==> src/rtl/rv_mdu_pkg.sv <==
// Shared RV32M multiply/divide definitions: operand width, funct3 decode and divider states.
package rv_mdu_pkg;

  localparam int XLEN  = 32;
  localparam int CNT_W = $clog2(XLEN + 1);

  localparam logic [XLEN-1:0] XLEN_MIN = {1'b1, {(XLEN-1){1'b0}}};

  localparam logic [1:0] F3_MUL    = 2'b00;
  localparam logic [1:0] F3_MULH   = 2'b01;
  localparam logic [1:0] F3_MULHSU = 2'b10;
  localparam logic [1:0] F3_MULHU  = 2'b11;

  localparam logic [1:0] F3_DIV  = 2'b00;
  localparam logic [1:0] F3_DIVU = 2'b01;
  localparam logic [1:0] F3_REM  = 2'b10;
  localparam logic [1:0] F3_REMU = 2'b11;

  typedef enum logic [1:0] {
    IDLE,
    RUN,
    DONE
  } div_state_t;

  // Two's-complement negate when neg is set, modulo 2^XLEN.
  function automatic logic [XLEN-1:0] mag(input logic [XLEN-1:0] v, input logic neg);
    return neg ? (~v + 1'b1) : v;
  endfunction

endpackage

==> src/rtl/div_if.sv <==
// Core-to-divider handshake: one-cycle start request, busy stall, done strobe with result.
interface div_if;
  import rv_mdu_pkg::*;

  logic            start;
  logic [XLEN-1:0] a;
  logic [XLEN-1:0] b;
  logic [2:0]      funct3;
  logic            busy;
  logic            done;
  logic [XLEN-1:0] y;

  modport master (output start, a, b, funct3, input busy, done, y);
  modport slave  (input start, a, b, funct3, output busy, done, y);

endinterface

==> src/rtl/div_step.sv <==
// One radix-2 restoring step: shift the next dividend bit into R and try to subtract B.
module div_step
  import rv_mdu_pkg::*;
(
  input  logic [XLEN-1:0] i_r,
  input  logic            i_q_msb,
  input  logic [XLEN-1:0] i_b,
  output logic [XLEN-1:0] o_r,
  output logic            o_q_bit
);

  logic [XLEN:0] w_shift;
  logic [XLEN:0] w_trial;

  // One extra bit keeps unsigned divisors above 2^(XLEN-1) exact.
  assign w_shift = {i_r, i_q_msb};
  assign w_trial = w_shift - {1'b0, i_b};

  assign o_q_bit = ~w_trial[XLEN];
  assign o_r     = o_q_bit ? w_trial[XLEN-1:0] : w_shift[XLEN-1:0];

endmodule

==> src/rtl/div.sv <==
// Iterative RV32M divider (DIV/DIVU/REM/REMU): XLEN restoring steps plus one sign fix-up cycle.
// Define DIV_EARLY_OUT_EN to skip the iterations for divide-by-zero and signed overflow.
module div
  import rv_mdu_pkg::*;
(
  input  logic clk,
  input  logic reset,
  div_if.slave bus
);

  div_state_t       r_state;
  div_state_t       w_state_nxt;
  logic [XLEN-1:0]  r_rem_acc;
  logic [XLEN-1:0]  r_quo;
  logic [XLEN-1:0]  r_dvsr;
  logic [XLEN-1:0]  r_y;
  logic [CNT_W-1:0] r_cnt;
  logic             r_neg_q;
  logic             r_neg_r;
  logic             r_is_rem;

  logic             w_load;
  logic             w_step;
  logic             w_fix;
  logic             w_signed;
  logic             w_sa;
  logic             w_sb;
  logic             w_b_zero;
  logic [XLEN-1:0]  w_mag_a;
  logic [XLEN-1:0]  w_mag_b;
  logic [XLEN-1:0]  w_r_nxt;
  logic             w_q_bit;
  logic             w_unused_f3;
`ifdef DIV_EARLY_OUT_EN
  logic             w_ovf;
`endif

  assign w_signed    = (bus.funct3[1:0] == F3_DIV) || (bus.funct3[1:0] == F3_REM);
  assign w_sa        = w_signed & bus.a[XLEN-1];
  assign w_sb        = w_signed & bus.b[XLEN-1];
  assign w_b_zero    = (bus.b == '0);
  assign w_mag_a     = mag(bus.a, w_sa);
  assign w_mag_b     = mag(bus.b, w_sb);
  assign w_unused_f3 = bus.funct3[2];
`ifdef DIV_EARLY_OUT_EN
  assign w_ovf       = w_signed && (bus.a == XLEN_MIN) && (bus.b == '1);
`endif

  div_step u_step (
    .i_r     (r_rem_acc),
    .i_q_msb (r_quo[XLEN-1]),
    .i_b     (r_dvsr),
    .o_r     (w_r_nxt),
    .o_q_bit (w_q_bit)
  );

  // NOTE: every signal written here gets a default first, so no path can infer a latch.
  always_comb begin
    w_state_nxt = r_state;
    w_load      = 1'b0;
    w_step      = 1'b0;
    w_fix       = 1'b0;
    case (r_state)
      IDLE: begin
        if (bus.start) begin
          w_load      = 1'b1;
          w_state_nxt = RUN;
        end
      end
      RUN: begin
        if (r_cnt == CNT_W'(XLEN)) begin
          w_fix       = 1'b1;
          w_state_nxt = DONE;
        end else begin
          w_step = 1'b1;
        end
      end
      DONE:    w_state_nxt = IDLE;
      default: w_state_nxt = IDLE;
    endcase
  end

  // NOTE: sequential state uses non-blocking assignments so all registers update together.
  always_ff @(posedge clk or posedge reset) begin
    if (reset) begin
      r_state <= IDLE;
    end else begin
      r_state <= w_state_nxt;
    end
  end

  always_ff @(posedge clk or posedge reset) begin
    if (reset) begin
      r_rem_acc <= '0;
      r_quo     <= '0;
      r_dvsr    <= '0;
      r_y       <= '0;
      r_cnt     <= '0;
      r_neg_q   <= 1'b0;
      r_neg_r   <= 1'b0;
      r_is_rem  <= 1'b0;
    end else begin
      if (w_load) begin
        // The dividend magnitude sits in Q and is shifted into R one bit per step.
        r_rem_acc <= '0;
        r_quo     <= w_mag_a;
        r_dvsr    <= w_mag_b;
        r_cnt     <= '0;
        // Quotient negation is dropped for b == 0 so the all-ones quotient survives.
        r_neg_q   <= (w_sa ^ w_sb) & ~w_b_zero;
        r_neg_r   <= w_sa;
        r_is_rem  <= bus.funct3[1];
`ifdef DIV_EARLY_OUT_EN
        if (w_b_zero) begin
          r_rem_acc <= w_mag_a;
          r_quo     <= '1;
          r_cnt     <= CNT_W'(XLEN);
        end else if (w_ovf) begin
          r_rem_acc <= '0;
          r_quo     <= XLEN_MIN;
          r_cnt     <= CNT_W'(XLEN);
        end
`endif
      end
      if (w_step) begin
        r_rem_acc <= w_r_nxt;
        r_quo     <= {r_quo[XLEN-2:0], w_q_bit};
        r_cnt     <= r_cnt + 1'b1;
      end
      if (w_fix) begin
        r_y <= r_is_rem ? mag(r_rem_acc, r_neg_r) : mag(r_quo, r_neg_q);
      end
    end
  end

  assign bus.busy = (r_state != IDLE);
  assign bus.done = (r_state == DONE);
  assign bus.y    = r_y;

endmodule

==> src/flat_wrapper.sv <==
// flat-port wrapper written by rule: the top's interface ports become plain ports
module div_flat import rv_mdu_pkg::*;
  (clk, reset, bus_start, bus_a, bus_b, bus_funct3, bus_busy, bus_done, bus_y);
  div_if bus_i ();
  input  logic clk;
  input  logic reset;
  input wire logic [$bits(bus_i.start)-1:0] bus_start;
  input wire logic [$bits(bus_i.a)-1:0] bus_a;
  input wire logic [$bits(bus_i.b)-1:0] bus_b;
  input wire logic [$bits(bus_i.funct3)-1:0] bus_funct3;
  output wire logic [$bits(bus_i.busy)-1:0] bus_busy;
  output wire logic [$bits(bus_i.done)-1:0] bus_done;
  output wire logic [$bits(bus_i.y)-1:0] bus_y;
  assign bus_i.start = bus_start;
  assign bus_i.a = bus_a;
  assign bus_i.b = bus_b;
  assign bus_i.funct3 = bus_funct3;
  assign bus_busy = bus_i.busy;
  assign bus_done = bus_i.done;
  assign bus_y = bus_i.y;
  div u_core (.clk(clk), .reset(reset), .bus(bus_i));
endmodule
==> config.mk <==
export PLATFORM = sky130hd
export DESIGN_NAME = div_flat
export DESIGN_NICKNAME = d
export VERILOG_FILES = /design/src/rtl/rv_mdu_pkg.sv /design/src/rtl/div_if.sv /design/src/rtl/div_step.sv /design/src/rtl/div.sv /design/src/flat_wrapper.sv
export SDC_FILE = /design/constraint.sdc
export NUM_CORES = 1
export LEC_CHECK = 0
export BUFFER_PORTS_ARGS = -buffer_cell sky130_fd_sc_hd__clkbuf_2
export CAP_MARGIN = 20
export CORE_ASPECT_RATIO = 0.8
export CORE_UTILIZATION = 45
export CTS_CLUSTER_DIAMETER = 30
export DETAILED_ROUTE_END_ITERATION = 16
export PLACE_DENSITY = 0.69
export SYNTH_ARGS = -nofsm -noshare
export SYNTH_HDL_FRONTEND = slang
export SYNTH_SLANG_ARGS = --single-unit
==> constraint.sdc <==
create_clock -name clk -period 10.3 [get_ports clk]
set_input_delay 0 -clock clk [delete_from_list [all_inputs] [get_ports clk]]
set_output_delay 0 -clock clk [all_outputs]
set_load 0.02 [all_outputs]
==> results of run 1 <==
[path summary, 6_finish.rpt]
check,endpoint,slack [ns],cells past startpoint
min reg2reg,u_core.r_dvsr[20]$_DFFE_PP0P_,0.48,2
min,u_core.r_quo[5]$_DFFE_PP0P_,0.02,3
max,u_core.r_rem_acc[11]$_DFFE_PP0P_,6.37,12
min in group asynchronous,u_core.r_dvsr[4]$_DFFE_PP0P_,0.24,3
max reg2reg,u_core.r_rem_acc[11]$_DFFE_PP0P_,6.37,12
max in group asynchronous,u_core.r_rem_acc[11]$_DFFE_PP0P_,8.80,4
[cells by family after synthesis]
logic type,count (synthesis),synth area share [%]
compound gates,400,23.7
xor+xnor,140,11.7
fa+ha+maj,39,4.73
buf+inv,132,4.93
flops,139,33.2
mux,26,2.51
simple gates,416,19.2
[stage by stage]
step	hold slack, ns	util [%]	total power, mW	instances
3_3_place_gp	0.171	49.2	3.86	1635
6_report	0.0164	54.7	4.61	1733
2_1_floorplan	0.105	-	3.27	1292
4_1_cts	0.00258	54.7	4.59	1733
5_1_grt	0.0310	54.7	5.01	1733
3_5_place_dp	0.179	49.2	3.92	1635
[state kept, by name, summed over array words and instances (netlist names)]
register / cells
u_core.bus.y: 32
u_core.r_dvsr: 32
u_core.r_quo: 32
u_core.r_rem_acc: 32
u_core.r_cnt: 6
u_core.r_state: 2
u_core.r_is_rem: 1
u_core.r_neg_q: 1
u_core.r_neg_r: 1
[worst reg2reg max path, stage by stage, from the launching register on]
cell      delay, ns
dfrtp_1        0.53
inv_1          0.09
ha_1           0.23
fa_1           0.41
nand2b_1       0.18
a21oi_1        0.29
o211ai_1       0.21
nand3_1        0.27
and3_1         0.21
o211a_1        0.43
buf_4          0.51
nor4_1         0.15
a211o_1        0.30
[cells in the final DEF (no fill, tap or decap), types with 4 or more instances in the layout]
cell / n
a211o_1: 4
a21o_1: 19
a21oi_1: 76
a22oi_1: 30
a31oi_1: 7
a32oi_1: 12
and2_1: 7
and3_1: 10
buf_4: 10
clkbuf_16: 17
clkbuf_2: 102
dfrtp_1: 139
dlygate4sd3_1: 66
ha_1: 38
inv_1: 56
inv_6: 7
mux2i_1: 24
nand2_1: 162
nand2b_1: 19
nand3_1: 33
nand3b_1: 5
nand4_1: 9
nor2_1: 69
nor2b_1: 12
nor3_1: 19
nor4_1: 13
o211ai_1: 6
o21ai_0: 159
o21ai_1: 11
o21bai_1: 5
o311ai_1: 4
o31a_1: 5
o31ai_1: 19
o41ai_1: 10
or2_2: 7
or3_1: 23
or4_1: 12
xnor2_1: 81
xor2_1: 59
[power groups by stage]
stage / Clock, mW / Sequential (mW) / Combinational [mW]
after floorplan: 0 / 1.09 / 2.18
after global placement: 0 / 1.16 / 2.70
after detailed placement: 0 / 1.16 / 2.76
after CTS: 0.631 / 1.16 / 2.80
after global routing: 0.654 / 1.20 / 3.15
final: 0.623 / 1.17 / 2.81
[cell type report]
| cell class | instances | area (um2) | area share [%] |
|---|---|---|---|
| well taps | 306 | 383 | 3.08 |
| repair buffers | 178 | 1250 | 10.0 |
| clock buffers | 17 | 425 | 3.43 |
| clock inverters | 15 | 163 | 1.31 |
| inverters | 57 | 219 | 1.76 |
| multi-input cells | 1021 | 6500 | 52.4 |
| flip-flops and latches | 139 | 3480 | 28.0 |
[layer usage]
layer | GRT usage, % | vias to the layer above
li1 | - | 4865
met1 | 36.0 | 4684
met2 | 37.3 | 300
met3 | 4.18 | 33
met4 | 5.69 | 0
met5 | 0 | -
==> results.md, run 1 <==
- Run status: finished clean
- Hold Path Class: in2reg
- Crit-path max FO: slightly above 40
- Seq/Total Area, Yosys: between 30% and 40%
- Dpl cell area: around 11,000 um2
- Worst-path clk slew: around 0.060 ns
- CTS tree: yes
- N_diodes: 0
- IO Count: between 100 and 150
- Starting Density: 46.2%
- Worst relative slew slack: a little under a third
- Final nets: between 1,500 and 2,000
- EDFF count, synth: 0
- Core Footprint: 22,700 um2
- CP Data Required Time: between 10 and 15 ns
- Top_reg_cell synth: dfrtp_1
- Die area: ~24,000 um2
- Highest metal used: met4
- Arr. time, crit path: 4.24 ns
- Seq pwr share: between 20% and 30%
- Post-synth cell types: slightly below 70
- Tmin final: a little under 4 ns
- Place WS: ~6.5 ns
- Worst path max stage delay: about 0.53 ns
- CTS max path bufs: 2
- Most frequent cell after synthesis: nand2_1
- TritonCTS Sinks: about 140
- PD cells: between 300 and 400 nW/um2
- Worst vdd ir: about 0.16 mV
- Worst Hold Launch: bus_a[5]
- Vias in the first global route: ~9,300
- Crit end category: register
- Setup CP Type: reg2reg
- Fin. Hold Viols: 0
- Post-CTS Setup Inserts: 0
- Vias per cell: about 5.7
- Post-DR wirelength/cell: 16.4 um
- Asr flop ratio synth: 100%
- NetSw: between 2 and 2.5 mW
- Mapped cell area: roughly 10,000 um2
- Routed wl met2: between 10 and 15 mm
- Worst reg2reg path startpoint: u_core.r_quo[31]$_DFFE_PP0P_
- PostCTS Resize Cnt: 0
- Gpl congestion: just under 0.9
- RSZ-0062 raised after global routing: no
- Sw Ratio: about half
- DRT Pass-1 Iters: 6
- Avg Cell Area, Syn: around 8.1 um2
- First DRT Iteration DRCs: ~880
- Synth Net Count: between 1,000 and 1,500
- Top cells by area, synth: dfrtp_1 33%, o21ai_0 7.6%, xnor2_1 6.8%, nand2_1 5.8%, xor2_1 4.9%
- CP bufs+invs: 2
- Clock power share: 13.5%
- Met1 wire length: 14.0 mm
- YS warnings: 0
- Post-Syn Instances: approximately 1,300
- Initial antenna violation count: 0
- CTS Hold Bufs: 66
- Largest net degree at the start of global routing: 99
- Synthesis-stage register bit count: between 100 and 150
- Critical path launch point: u_core.r_quo[31]$_DFFE_PP0P_
- Die Width: around 170 um
- Logic pwr share: ~60%
- Setup_tns: 0 ns
- Vias: about 9,900
- Delay-heaviest family, CP: compound AO/OA/AOI/OAI gates
- Global-route usage over all layers: between 20 and 25%
- Die Ht: between 100 and 150 um
- Achievable Freq: ~0.25 GHz
- Routed Antenna Nets: 0
- Area grow syn2layout: 18.5%
- Setup crit start kind: register
- Max-cap violations: 0
- Final setup viols: 0
- Grt ovf: 0
- Leakage power: 5.36 nW
- Commonest cells post-synth: 163 x nand2_1, 159 x o21ai_0, 139 x dfrtp_1
- Share of cells above drive strength 1: 11.6%
- Fin worst setup slack: about 6.4 ns
- I/O Buffers: between 100 and 150
- Worst-path cell chain: inv_1 > ha_1 > fa_1 > nand2b_1 > a21oi_1 > o211ai_1 > nand3_1 > and3_1 > o211a_1 > buf_4 > nor4_1 > a211o_1
- Site row count: between 40 and 50
- Total wire length: between 20 and 30 mm
- Clock latency on the worst-skew pair: 0.43 ns
- Slowest stage cell, crit path: dfrtp_1
- Slew Limit Fails: 0
- Int Power: roughly 2.4 mW
- TritonCTS Buffers: 17
- Global-route wire length before repair: between 40 and 50 mm
- Residual DRC count: 0
- Clk_skew: between 0.01 and 0.015 ns
- Final Instance Area: between 10,000 and 15,000 um2
- H-tree levels: 4
- Crit share post-route: about two fifths
- Placed wire-length estimate after detailed placement: approximately 21 mm
- Yosys top cell by area: dfrtp_1
- CTS root buffer: clkbuf_16
- DR WL met3: around 1.7 mm
- Yosys top cell area share: between 30% and 40%
- Filler instances: roughly 2,100
- Worst-Margin Slew: around 1.0 ns
No activity file was read; power rests on OpenSTA's default activity.
==> inputs of run 2 (changes only) <==
clock period = 3.85 ns   (was 10.3 ns; I/O delays follow)
==> run 2 against run 1 <==
Sequential cell count stayed put. Routed wire length is 4.1% higher. Hold slack better by 0.0094 ns. Total power grew to 2.7 times the previous value. Count of clock-buffer cells in the layout is 1 higher. Clock skew is 0.00099 ns lower. Sequential share of layout area is 0.15 points lower. Final cell count is 0.17% higher. Clock power grew to 2.8 times the previous value. Sequential power grew to 2.7 times the previous value. Register-to-register slack worse by 5.9 ns. Final area is 0.53% higher. Critical endpoint is now u_core.r_rem_acc[30]$_DFFE_PP0P_. Largest cell class unchanged. Highest routed layer unchanged.
==> results.md, run 2 (same netlist as run 1, synthesis figures left out) <==
- Run status: finished clean
- Starting Density: 46.2% (unchanged)
- Most frequent cells in the layout: 162 x nand2_1, 159 x o21ai_0, 139 x dfrtp_1
- Site row count: 49 (unchanged)
- Gpl congestion: 0.909 (+2.2%)
- Critical path launch point: u_core.r_quo[31]$_DFFE_PP0P_
- CTS tree: yes
- Share of cells above drive strength 1: 12.0% (+0.47 points)
- Hold Path Class: in2reg
- RSZ-0062 raised after global routing: no
- Achievable Freq: 0.297 GHz (+17%)
- Worst reg2reg path startpoint: u_core.r_quo[31]$_DFFE_PP0P_
- Final nets: 1,526 (+0.20%)
- IO Count: 104 (unchanged)
- Slew Limit Fails: 0 (unchanged)
- Setup CP Type: reg2reg
- Commonest non-fill, non-tap cell in the layout: nand2_1
- CTS root buffer: clkbuf_16
- PostCTS Resize Cnt: 0 (unchanged)
- Crit share post-route: 87.3% (+49 points)
- First DRT Iteration DRCs: 774 (-12%)
- Max-cap violations: 0 (unchanged)
- Slowest stage cell, crit path: o31ai_1
- Vias per cell: 5.75 (+0.81%)
- Arr. time, crit path: 3.72 ns (-0.52 ns)
- Worst-Margin Slew: 0.868 ns (-0.155 ns)
- CTS max path bufs: 2 (unchanged)
- Crit-path max FO: 3 (-93%)
- Global-route wire length before repair: 49.3 mm (+3.8%)
- Leakage power: 5.40 nW (+0.72%)
- Vias in the first global route: 9,430 (+1.0%)
- Final setup viols: 0 (unchanged)
- Worst vdd ir: 0.647 mV (+310%)
- Clk_skew: 0.0110 ns (-0.000990 ns)
- Final Instance Area: 12,500 um2 (+0.53%)
- Die Width: 173 um (unchanged)
- Worst relative slew slack: 40.6% (+8.8 points)
- Largest net degree at the start of global routing: 111 (+12%)
- TritonCTS Buffers: 17 (unchanged)
- Worst Hold Launch: bus_a[4]
- Crit end category: register
- Dpl cell area: 11,200 um2 (+0.69%)
- PD cells: 1000 nW/um2 (+170%)
- Die area: 23,900 um2 (unchanged)
- CP Data Required Time: 4.21 ns (-6.40 ns)
- Tmin final: 3.36 ns (-0.573 ns)
- Worst-path cell chain: inv_1 > ha_1 > fa_1 > nand2b_1 > a21oi_1 > o2111ai_1 > o31ai_1 > o21ai_1 > mux2_2 > or4_1 > o21ai_1
- Initial antenna violation count: 0 (unchanged)
- H-tree levels: 4 (unchanged)
- Clock latency on the worst-skew pair: 0.44 ns (about the same)
- Vias: 9,979 (+0.98%)
- Core Footprint: 22,700 um2 (unchanged)
- Residual DRC count: 0 (unchanged)
- Post-DR wirelength/cell: 17.1 um (+3.9%)
- Fin. Hold Viols: 0 (unchanged)
- CTS Hold Bufs: 61 (-7.6%)
- Worst-path clk slew: 0.06 ns (about the same)
- Worst path max stage delay: 0.51 ns (-0.02 ns)
- CP most frequent cell: o21ai_1
- N_diodes: 0 (unchanged)
- Filler instances: 2,154 (+1.1%)
- Area grow syn2layout: 19.1%
- Placed wire-length estimate after detailed placement: 21.9 mm (+6.2%)
- Final core occ: 55.0% (+0.29 points)
- Setup_tns: 0 ns (unchanged)
- Routed Antenna Nets: 0 (unchanged)
- DRT Pass-1 Iters: 5 (-1)
- Final Total Pwr: 12.5 mW (+170%)
- TritonCTS Sinks: 139 (unchanged)
- Post-CTS Setup Inserts: 0 (unchanged)
- Grt ovf: 0 (unchanged)
- Setup crit start kind: register
- Total wire length: 29.6 mm (+4.1%)
- I/O Buffers: 102 (unchanged)
- Global-route usage over all layers: 25.5% (+1.0 points)
- Die Ht: 139 um (unchanged)
-- run 2: cell count changes in the layout (fill, tap and decap cells not counted), sizes merged --
cell,previous run,this run
clkinvlp,3,4
buf,10,18
bufinv,2,3
inv,63,60
clkbuf,119,120
dlygate4sd3,66,61
-- run 2: final timing paths --
kind	end	slack (ns)	cells after the start
worst max-delay path	u_core.r_rem_acc[30]$_DFFE_PP0P_	0.49	11
worst min-delay path	u_core.r_quo[4]$_DFFE_PP0P_	0.03	3
worst max register to register	u_core.r_rem_acc[30]$_DFFE_PP0P_	0.49	11
worst min register to register	u_core.r_is_rem$_DFFE_PP0P_	0.47	2
max in group asynchronous	u_core.r_dvsr[21]$_DFFE_PP0P_	2.94	4
min in group asynchronous	u_core.r_cnt[5]$_DFFE_PP0P_	0.13	3
-- run 2: stage by stage --
stage | hold slack (ns) | worst slack, ns | instances
finish | 0.0258 | 0.488 | 1736
global route | 0.0635 | 0.329 | 1736
CTS | 0.00830 | 0.561 | 1735
detailed placement | 0.215 | 0.586 | 1642
global placement | 0.214 | 0.584 | 1642
floorplan | 0.105 | 0.125 | 1292
-- run 2: cell type report --
type | count | area [um2] | area share, %
Multi-Input combinational cell | 1021 | 6500 | 52.1
Clock inverter | 14 | 170 | 1.36
Timing Repair Buffer | 181 | 1300 | 10.4
Tap cell | 306 | 383 | 3.07
Inverter | 57 | 219 | 1.75
Clock buffer | 18 | 429 | 3.44
Sequential cell | 139 | 3480 | 27.9
-- run 2: worst max-delay path, delay by kind of cell (launching register included) --
family | cells | cell delay [ns]
AND/OR/NAND/NOR | 2 | 0.67
adder cells (fa/ha/maj) | 2 | 0.62
AO/OA/AOI/OAI | 5 | 1.29
multiplexers | 1 | 0.30
buffers and inverters | 1 | 0.06
flip-flops | 1 | 0.35
-- run 2: routing by layer --
| metal | vias to the layer above | part of all wire (%) | track usage, % |
|---|---|---|---|
| met5 | - | 0 | 0 |
| met2 | 365 | 43 | 37.9 |
| li1 | 4870 | - | - |
| met4 | 0 | 1.8 | 7.24 |
| met3 | 38 | 7.0 | 5.34 |
| met1 | 4706 | 48 | 37.1 |
-- run 2: where the power goes --
group / switching [mW] / internal, mW / leakage, nW
logic: 4.42 / 3.26 / 3.37
clock network: 0.696 / 1.02 / 0.283
registers: 0.937 / 2.19 / 1.75
